File: config.mk
export PLATFORM = sky130hd
export DESIGN_NAME = id_ex_reg_flat
export DESIGN_NICKNAME = d
export VERILOG_FILES = /design/src/rtl/cpu_types_pkg.sv /design/src/rtl/id_ex_reg_if.sv /design/src/rtl/hazard_lu.sv /design/src/rtl/id_ex_reg.sv /design/src/flat_wrapper.sv
export SDC_FILE = /design/constraint.sdc
export NUM_CORES = 1
export LEC_CHECK = 0
export CORE_AREA = 2 2 138 140
export DETAILED_ROUTE_END_ITERATION = 12
export DIE_AREA = 0 0 140 142
export PLACE_DENSITY = 0.76
export SLEW_MARGIN = 40
export SYNTH_ARGS = -nofsm -noshare
export SYNTH_HDL_FRONTEND = slang
export SYNTH_SLANG_ARGS = --single-unit
File: constraint.sdc
create_clock -name CLK -period 2.36 [get_ports CLK]
set_input_delay 0.354 -clock CLK [delete_from_list [all_inputs] [get_ports CLK]]
set_output_delay 0.354 -clock CLK [all_outputs]
set_load 0.01 [all_outputs]
File: src/rtl/cpu_types_pkg.sv
// ============================================================================
// cpu_types_pkg : shared CPU datapath types, including the ID/EX bundle
// Rev 1.0
// ============================================================================
`default_nettype none

package cpu_types_pkg;

  localparam int WORD_W = 32;
  localparam int REG_W  = 5;
  localparam int SHAM_W = 4;

  typedef logic [WORD_W-1:0] word_t;
  typedef logic [REG_W-1:0]  regbits_t;

  typedef enum logic [3:0] {
    ALU_SLL  = 4'd0,
    ALU_SRL  = 4'd1,
    ALU_ADD  = 4'd2,
    ALU_SUB  = 4'd3,
    ALU_AND  = 4'd4,
    ALU_OR   = 4'd5,
    ALU_XOR  = 4'd6,
    ALU_NOR  = 4'd7,
    ALU_SLT  = 4'd8,
    ALU_SLTU = 4'd9
  } aluop_t;

  typedef struct packed {
    word_t             nPC;
    regbits_t          rs;
    regbits_t          rt;
    regbits_t          regDst;
    logic              dREN;
    logic              dWEN;
    logic              regWr;
    logic [2:0]        regSel;
    aluop_t            ALUOp;
    logic [2:0]        PCSrc;
    logic [2:0]        ALUSrc;
    word_t             rdat1;
    word_t             rdat2;
    word_t             imm;
    logic              lui;
    logic [SHAM_W:0]   shamt;
    logic              halt;
  } idex_t;

  // All-zero bundle: ALUOp decodes to ALU_SLL and every enable is low.
  localparam idex_t IDEX_BUBBLE = '0;

endpackage

`default_nettype wire

File: src/rtl/id_ex_reg_if.sv
// ============================================================================
// id_ex_reg_if : decode-side inputs and execute-side outputs of the ID/EX stage
// Rev 1.0
// ============================================================================
`default_nettype none

interface id_ex_reg_if
  import cpu_types_pkg::*;
#(
  parameter int CNT_W = 16
);
  logic             ihit;
  logic             mem_busy;
  logic             flush;
  idex_t            id_in;
  idex_t            ex_out;
  logic             ex_valid;
  logic             lu_stall;
  logic             halt_out;
  logic [CNT_W-1:0] stall_cnt;

  modport master (
    output ihit, mem_busy, flush, id_in,
    input  ex_out, ex_valid, lu_stall, halt_out, stall_cnt
  );

  modport slave (
    input  ihit, mem_busy, flush, id_in,
    output ex_out, ex_valid, lu_stall, halt_out, stall_cnt
  );
endinterface

`default_nettype wire

File: src/rtl/hazard_lu.sv
// ============================================================================
// hazard_lu : combinational load-use compare of the EX instruction against ID
// Rev 1.0
// ============================================================================
`default_nettype none

module hazard_lu
  import cpu_types_pkg::*;
(
  input  logic     ex_valid,
  input  logic     ex_dren,
  input  logic     ex_regwr,
  input  regbits_t ex_regdst,
  input  regbits_t id_rs,
  input  regbits_t id_rt,
  output logic     lu_stall
);

  logic w_ex_loads;
  logic w_src_match;

  // $zero is never a hazard; rt is compared even when unused by the consumer.
  assign w_ex_loads  = ex_valid & ex_dren & ex_regwr & (ex_regdst != '0);
  assign w_src_match = (ex_regdst == id_rs) | (ex_regdst == id_rt);
  assign lu_stall    = w_ex_loads & w_src_match;

endmodule

`default_nettype wire

File: src/rtl/id_ex_reg.sv
// ============================================================================
// id_ex_reg : ID/EX pipeline register with load-use bubbles, flush and halt
// Rev 1.0
// ============================================================================
`default_nettype none

module id_ex_reg
  import cpu_types_pkg::*;
#(
  parameter int CNT_W = 16
)(
  input  logic        CLK,
  input  logic        nRST,
  id_ex_reg_if.slave  bus
);

  idex_t            r_ex;
  logic             r_valid;
  logic             r_halt;
  logic [CNT_W-1:0] r_stall_cnt;
  logic             w_lu_stall;
  logic             w_adv;

  hazard_lu u_hazard_lu (
    .ex_valid  (r_valid),
    .ex_dren   (r_ex.dREN),
    .ex_regwr  (r_ex.regWr),
    .ex_regdst (r_ex.regDst),
    .id_rs     (bus.id_in.rs),
    .id_rt     (bus.id_in.rt),
    .lu_stall  (w_lu_stall)
  );

  assign w_adv = bus.ihit & ~bus.mem_busy & ~r_halt;

  always_ff @(posedge CLK or negedge nRST) begin
    if (!nRST) begin
      r_ex        <= IDEX_BUBBLE;
      r_valid     <= 1'b0;
      r_halt      <= 1'b0;
      r_stall_cnt <= '0;
    end else begin
      if (r_valid & r_ex.halt) begin
        r_halt <= 1'b1;
      end

      // A held flush is dropped; the branch unit re-asserts it when EX/MEM frees.
      if (bus.mem_busy | r_halt) begin
        r_ex    <= r_ex;
        r_valid <= r_valid;
      end else if (bus.flush) begin
        r_ex    <= IDEX_BUBBLE;
        r_valid <= 1'b0;
      end else if (w_adv & w_lu_stall) begin
        r_ex    <= IDEX_BUBBLE;
        r_valid <= 1'b0;
        if (r_stall_cnt != {CNT_W{1'b1}}) begin
          r_stall_cnt <= r_stall_cnt + CNT_W'(1);
        end
      end else if (w_adv) begin
        r_ex    <= bus.id_in;
        r_valid <= 1'b1;
      end else begin
        r_ex    <= IDEX_BUBBLE;
        r_valid <= 1'b0;
      end
    end
  end

  assign bus.ex_out    = r_ex;
  assign bus.ex_valid  = r_valid;
  assign bus.lu_stall  = w_lu_stall;
  assign bus.halt_out  = r_halt;
  assign bus.stall_cnt = r_stall_cnt;

endmodule

`default_nettype wire

File: src/flat_wrapper.sv
// flat-port wrapper written by rule: the top's interface ports become plain ports
module id_ex_reg_flat import cpu_types_pkg::*;
#(
  parameter int CNT_W = 16
)
  (CLK, nRST, bus_ihit, bus_mem_busy, bus_flush, bus_id_in, bus_ex_out, bus_ex_valid, bus_lu_stall, bus_halt_out, bus_stall_cnt);
  id_ex_reg_if #(.CNT_W(CNT_W)) bus_i ();
  input  logic CLK;
  input  logic nRST;
  input wire logic [$bits(bus_i.ihit)-1:0] bus_ihit;
  input wire logic [$bits(bus_i.mem_busy)-1:0] bus_mem_busy;
  input wire logic [$bits(bus_i.flush)-1:0] bus_flush;
  input wire logic [$bits(bus_i.id_in)-1:0] bus_id_in;
  output wire logic [$bits(bus_i.ex_out)-1:0] bus_ex_out;
  output wire logic [$bits(bus_i.ex_valid)-1:0] bus_ex_valid;
  output wire logic [$bits(bus_i.lu_stall)-1:0] bus_lu_stall;
  output wire logic [$bits(bus_i.halt_out)-1:0] bus_halt_out;
  output wire logic [$bits(bus_i.stall_cnt)-1:0] bus_stall_cnt;
  assign bus_i.ihit = bus_ihit;
  assign bus_i.mem_busy = bus_mem_busy;
  assign bus_i.flush = bus_flush;
  assign bus_i.id_in = bus_id_in;
  assign bus_ex_out = bus_i.ex_out;
  assign bus_ex_valid = bus_i.ex_valid;
  assign bus_lu_stall = bus_i.lu_stall;
  assign bus_halt_out = bus_i.halt_out;
  assign bus_stall_cnt = bus_i.stall_cnt;
  id_ex_reg #(.CNT_W(CNT_W)) u_core (.CLK(CLK), .nRST(nRST), .bus(bus_i));
endmodule
==> results of run 1 <==
## critical path, stage by stage, from the launching register on
cell and delay [ns]:
dfrtp_1 0.38, or4_4 0.55, o2111ai_4 0.23, nor2_1 0.08
clkdlybuf4s15_1 0.25
## metrics by stage
stage / setup WS, ns / area (um^2) / util [%] / power, mW / std cells
2_1_floorplan: 0.302 / 6850 / - / 6.33 / 459
3_3_place_gp: -0.0206 / 10800 / 58.5 / 8.99 / 1041
3_5_place_dp: -0.0551 / 10800 / 58.5 / 9.05 / 1041
4_1_cts: 0.0416 / 11400 / 61.7 / 11.9 / 1074
5_1_grt: -0.00660 / 11400 / 61.8 / 12.4 / 1075
6_report: 0.0920 / 11400 / 61.8 / 11.8 / 1075
## kinds of logic (layout without fill, tap and decap cells)
kind of cell,after synthesis,after routing,synth area share [%]
compound gates,170,170,21.8
buf+inv,40,422,4.06
simple gates,38,38,3.38
mux,1,1,0.164
xor+xnor,25,25,3.20
flops,184,184,67.2
fa+ha+maj,1,1,0.183
## repair_timing
item                                    in CTS  in global routing
resized for setup                            1                  3
endpoints found under the hold margin       61                  0
endpoints found under the setup margin       1                  1
buffers inserted                             0                  1
hold buffers                                 1                  0
pin swaps                                    0                  1
## cells in the final DEF (no fill, tap or decap), drive strengths merged
master         count
and4               1
a22oi              1
buf               35
o2111ai            1
and3               4
clkdlybuf4s50    353
nand2              6
a21o               2
or3b               1
or4                1
nand3              7
xor2              11
inv                5
nor2b              1
ha                 1
dlygate4sd3        1
clkinv             3
xnor2             14
or2                1
bufinv             1
clkdlybuf4s15      1
dfrtp            184
nor3               3
and2               1
nor2               6
clkbuf            19
nand4              5
clkinvlp           4
a22o             166
mux2               1
nor4               1
## sequential cells by signal (all words and copies together), names as in the netlist
| name | flops |
|---|---|
| u_core.bus.ex_out | 166 |
| u_core.bus.halt_out | 1 |
| u_core.bus.ex_valid | 1 |
| u_core.bus.stall_cnt | 16 |
## worst max-delay path by stage
stage                                start                       end  depth (start not counted)
floorplan              u_core.bus.halt_out  u_core.bus.stall_cnt[11]                          7
global placement            bus_id_in[125]   u_core.bus.stall_cnt[1]                          8
detailed placement          bus_id_in[125]   u_core.bus.stall_cnt[1]                          8
CTS                 u_core.bus.ex_out[120]              bus_lu_stall                          4
global route        u_core.bus.ex_out[120]              bus_lu_stall                          4
finish              u_core.bus.ex_out[120]              bus_lu_stall                          4
## cell type report
| cell class | instances | area (um^2) | area share [%] |
|---|---|---|---|
| Timing Repair Buffer | 390 | 3960 | 34.7 |
| Clock inverter | 13 | 140 | 1.23 |
| Tap cell | 234 | 293 | 2.57 |
| Sequential cell | 184 | 4600 | 40.4 |
| Multi-Input combinational cell | 235 | 1980 | 17.4 |
| Clock buffer | 19 | 433 | 3.79 |
## per-layer routing
| metal | vias up | global-route usage, % | wire [um] |
|---|---|---|---|
| li1 | 2483 | - | - |
| met1 | 2733 | 24.6 | 7890 |
| met2 | 261 | 32.9 | 9820 |
| met3 | 27 | 8.01 | 2000 |
| met4 | 0 | 6.33 | 379 |
| met5 | - | 0 | 0 |
## cell usage after synthesis (2+ instances only)
cell / count / share of area [%]
clkbuf_1: 19 / 1.0
nand4_1: 5 / 0.46
a21o_1: 2 / 0.22
nand3_1: 6 / 0.44
buf_2: 3 / 0.22
nor2_1: 5 / 0.27
xor2_1: 11 / 1.4
dfrtp_1: 184 / 67
a22o_1: 166 / 21
nor3_1: 3 / 0.22
buf_6: 15 / 2.5
buf_4: 3 / 0.33
xnor2_1: 14 / 1.8
nand2_1: 6 / 0.33
and3_1: 4 / 0.37
## power groups by stage
stage | Sequential, mW | Combinational [mW] | Clock (mW)
floorplan | 5.10 | 1.23 | 0
global placement | 4.68 | 4.31 | 0
detailed placement | 4.69 | 4.35 | 0
CTS | 4.66 | 4.37 | 2.85
global route | 4.79 | 4.60 | 3.01
finish | 4.67 | 4.33 | 2.79
==> flow_metrics.env, run 1 <==
export IMPL_status="finished with violations"
export IMPL_violations="DRC"
export IMPL_drtAntennaViolNets=0
export IMPL_hp_class="flop to flop"
export IMPL_cp_max_fo=2
export IMPL_drt_wl_total_um=20100
export IMPL_dieArea_um2=19900
export IMPL_switchingPower_mw=3.54
export IMPL_relSlewSlack_pct=49.5
export IMPL_setup_viol=0
export IMPL_die_w_um=140
export IMPL_rows=50
export IMPL_cts_tree="yes"
export IMPL_dr_pass1_iters=9
export IMPL_r2r_end="u_core.bus.stall_cnt[1]"
export IMPL_ir_drop_uv=522
export IMPL_synth_edff_count=0
export IMPL_fin_crit_ns=2.27
export IMPL_drt_wirelength_per_cell_um=18.7
export IMPL_grt_max_degree=147
export IMPL_fin_setup_tns_ns=0
export IMPL_p_int_mw=8.26
export IMPL_rr_worst_depth=8
export IMPL_start_util_pct=37.1
export IMPL_cp_start_kind="flop"
export IMPL_gp_congestion=0.764
export IMPL_viasPerCell=5.12
export IMPL_antenna_found_initial=0
export IMPL_ys_seq_area_share_pct=67.2
export IMPL_core_area_um2=18500
export IMPL_track_usage_pct=20.1
export IMPL_whs_endpoint="u_core.bus.halt_out"
export IMPL_cp_data_required_time_ns=2.01
export IMPL_hold_slack_ns=0.484
export IMPL_end_kind="output pin"
export IMPL_fillCellCount=1429
export IMPL_worst_pin_slew_ns=0.757
export IMPL_switching_share_pct=30.0
export IMPL_grt_pass1_vias=5633
export IMPL_drt_initial_drc_count=241
export IMPL_r2r_start="u_core.bus.ex_out[120]"
export IMPL_synth_yosys_warnings=0
export IMPL_nets=1000
export IMPL_grt_first_pass_wirelength_um=31400
export IMPL_cts_htree_levels=4
export IMPL_ys_ff_latch=184
export IMPL_worstSkewPairLatency_ns=0.42
export IMPL_holdPathStages=1
export IMPL_syn_area_um2=6850
export IMPL_async_flop_share_pct=100
export IMPL_post_route_drc_count=23
export IMPL_fin_skew_ns=0.00894
export IMPL_clockRootBuffer="clkbuf_16"
export IMPL_grt_overflow=0
export IMPL_place_port_buffers=355
export IMPL_cp_arrival_ns=1.91
export IMPL_hold_viol_final=0
export IMPL_seqPwrFrac_pct=39.6
export IMPL_min_period_over_period_pct=96.1
export IMPL_drive_gt1_share_pct=8.68
export IMPL_synth_cell_type_count=28
export IMPL_place_hpwl_um=14600
export IMPL_vias=5504
export IMPL_maxCapViolations=0
export IMPL_die_h_um=142
export IMPL_io_pins=356
export IMPL_clkPwrFrac_pct=23.7
export IMPL_p_leak_nw=5.04
export IMPL_hold_start="u_core.bus.halt_out"
export IMPL_clk_pin_slew_ns=0.07
export IMPL_slew_viol_final=0
export IMPL_synth_area_per_cell_um2=14.9
export IMPL_max_freq_mhz=441
export IMPL_syn_nets=631
export IMPL_synthFlopType="dfrtp_1"
export IMPL_power_frac_comb_pct=36.7
export IMPL_area_growth_pct=66.6
export IMPL_powerDensity_nw_per_um2=1030
export IMPL_cts_buffers=17
export IMPL_r2r_slack_ns=0.23
export IMPL_cts_buffer_depth=2
export IMPL_clkSinkCount=184
export IMPL_syn_inst=459
export IMPL_n_antenna_cell=0
export IMPL_critical_path_class="flop to output pin"
(Power assumes the default switching activity.)
==> run 2, diff against run 1 <==
--- a/config.mk
+++ b/config.mk
@@ -5,10 +5,11 @@
 export SDC_FILE = /design/constraint.sdc
 export NUM_CORES = 1
 export LEC_CHECK = 0
-export CORE_AREA = 2 2 138 140
+export CORE_ASPECT_RATIO = 0.7
+export CORE_MARGIN = 2
+export CORE_UTILIZATION = 40
 export DETAILED_ROUTE_END_ITERATION = 12
-export DIE_AREA = 0 0 140 142
-export PLACE_DENSITY = 0.76
+export PLACE_DENSITY = 0.81
 export SLEW_MARGIN = 40
 export SYNTH_ARGS = -nofsm -noshare
 export SYNTH_HDL_FRONTEND = slang
==> flow_metrics.env, run 2 (synthesis gave the netlist of run 1 again) <==
export IMPL_nets=988
export IMPL_clk_pin_slew_ns=0.07
export IMPL_drive_gt1_share_pct=7.85
export IMPL_fin_crit_ns=2.28
export IMPL_drt_wl_total_um=21200
export IMPL_switchingPower_mw=3.52
export IMPL_clockRootBuffer="clkbuf_16"
export IMPL_dieArea_um2=18200
export IMPL_cts_buffers=17
export IMPL_rsz0062_at_grt="false"
export IMPL_rows=39
export IMPL_drtAntennaViolNets=0
export IMPL_clkPwrFrac_pct=24.4
export IMPL_io_pins=356
export IMPL_viasPerCell=5.24
export IMPL_slew_viol_final=0
export IMPL_place_hpwl_um=15400
export IMPL_powerDensity_nw_per_um2=1060
export IMPL_track_usage_pct=23.4
export IMPL_switching_share_pct=29.4
export IMPL_post_route_drc_count=0
export IMPL_cts_htree_levels=4
export IMPL_max_freq_mhz=439
export IMPL_antenna_found_initial=1
export IMPL_maxCapViolations=0
export IMPL_worstSkewPairLatency_ns=0.42
export IMPL_setup_viol=0
export IMPL_cp_data_required_time_ns=2.01
export IMPL_seqPwrFrac_pct=39.5
export IMPL_grt_first_pass_wirelength_um=33100
export IMPL_worst_pin_slew_ns=0.788
export IMPL_vias=5522
export IMPL_cts_tree="yes"
export IMPL_hold_viol_final=0
export IMPL_drt_initial_drc_count=408
export IMPL_p_int_mw=8.44
export IMPL_die_w_um=160
export IMPL_start_util_pct=41.4
export IMPL_critical_path_class="flop to output pin"
export IMPL_clkSinkCount=184
export IMPL_startpoint="u_core.bus.ex_out[120]"
export IMPL_status="finished, final reports clean"
export IMPL_dr_pass1_iters=4
export IMPL_cp_arrival_ns=1.93
export IMPL_place_port_buffers=355
export IMPL_setup_ws_ns=0.0804
export IMPL_largest_register_ffs=166
export IMPL_p_leak_nw=4.99
export IMPL_cp_max_fo=4
export IMPL_final_util_pct=68.2
export IMPL_power_frac_comb_pct=36.1
export IMPL_end_kind="output pin"
export IMPL_drt_wirelength_per_cell_um=20.1
export IMPL_fin_skew_ns=0.0129
export IMPL_layout_common_cells="353 x clkdlybuf4s50_1, 181 x dfrtp_1, 166 x a22o_1, 17 x clkbuf_16, 15 x buf_4"
export IMPL_hp_class="primary input to async pin"
export IMPL_r2r_start="u_core.bus.ex_out[121]"
export IMPL_area_growth_pct=64.7
export IMPL_place_ws_ns=-0.204
export IMPL_grt_max_degree=168
export IMPL_layout_commonest_cell="clkdlybuf4s50_1"
export IMPL_relSlewSlack_pct=47.5
export IMPL_core_area_um2=16500
export IMPL_ir_drop_uv=536
export IMPL_die_h_um=113
export IMPL_min_period_over_period_pct=96.6
export IMPL_cts_buffer_depth=2
export IMPL_gp_congestion=0.889
export IMPL_cp_start_kind="flop"
export IMPL_hold_slack_ns=0.451
export IMPL_grt_pass1_vias=5962
export IMPL_grt_overflow=0
run 2: what timing repair did:
item	CTS	global route
endpoints found under the hold margin	47	0
resized for setup	8	0
setup endpoints to repair	1	0
setup buffers	5	0
hold buffers	1	0
run 2: power by group through the flow:
stage | Sequential, mW | Combinational [mW] | Clock [mW]
after CTS | 4.72 | 4.37 | 2.99
after detailed placement | 4.75 | 4.30 | 0
final | 4.72 | 4.32 | 2.92
after global routing | 4.83 | 4.57 | 3.12
after floorplan | 5.10 | 1.23 | 0
after global placement | 4.71 | 4.22 | 0
run 2: worst max-delay path: stages, from the launching register on:
cell and delay [ns]:
dfrtp_2 0.44, or4_1 0.54, o2111ai_2 0.28, nor2_2 0.09, buf_2 0.17
run 2: routing by layer:
metal | vias to the layer above | global-route usage (%) | part of all wire (%)
li1 | 2456 | - | -
met1 | 2780 | 28.1 | 39
met2 | 251 | 39.9 | 50
met3 | 35 | 7.27 | 8.1
met4 | 0 | 8.95 | 2.4
met5 | - | 0 | 0
run 2: layout make-up:
type / count / area, um^2
repair buffers: 378 / 3810
clock inverters: 12 / 163
diodes: 1 / 2.50
fillers: 1144 / 5260
flip-flops and latches: 184 / 4610
multi-input cells: 235 / 1970
well taps: 225 / 282
clock buffers: 19 / 443
run 2: through the flow:
step	TNS [ns]	std cells	power, mW	instance area, um^2
after detailed placement	-0.492	1016	9.05	10600
after CTS	0	1053	12.1	11300
after floorplan	0	459	6.33	6850
after global routing	0	1054	12.5	11300
final	0	1054	12.0	11300
after global placement	-0.188	1016	8.94	10600
run 2: path summary, 6_finish.rpt:
| path | end | slack, ns | cells past startpoint |
|---|---|---|---|
| setup / recovery | bus_lu_stall | 0.08 | 4 |
| hold / removal | u_core.bus.ex_out[79] | 0.45 | 2 |
| setup reg to reg | u_core.bus.stall_cnt[1] | 0.19 | 8 |
| hold reg to reg | u_core.bus.halt_out | 0.48 | 1 |
| max in group asynchronous | u_core.bus.ex_out[15] | 1.20 | 3 |
| min in group CLK | u_core.bus.halt_out | 0.48 | 1 |
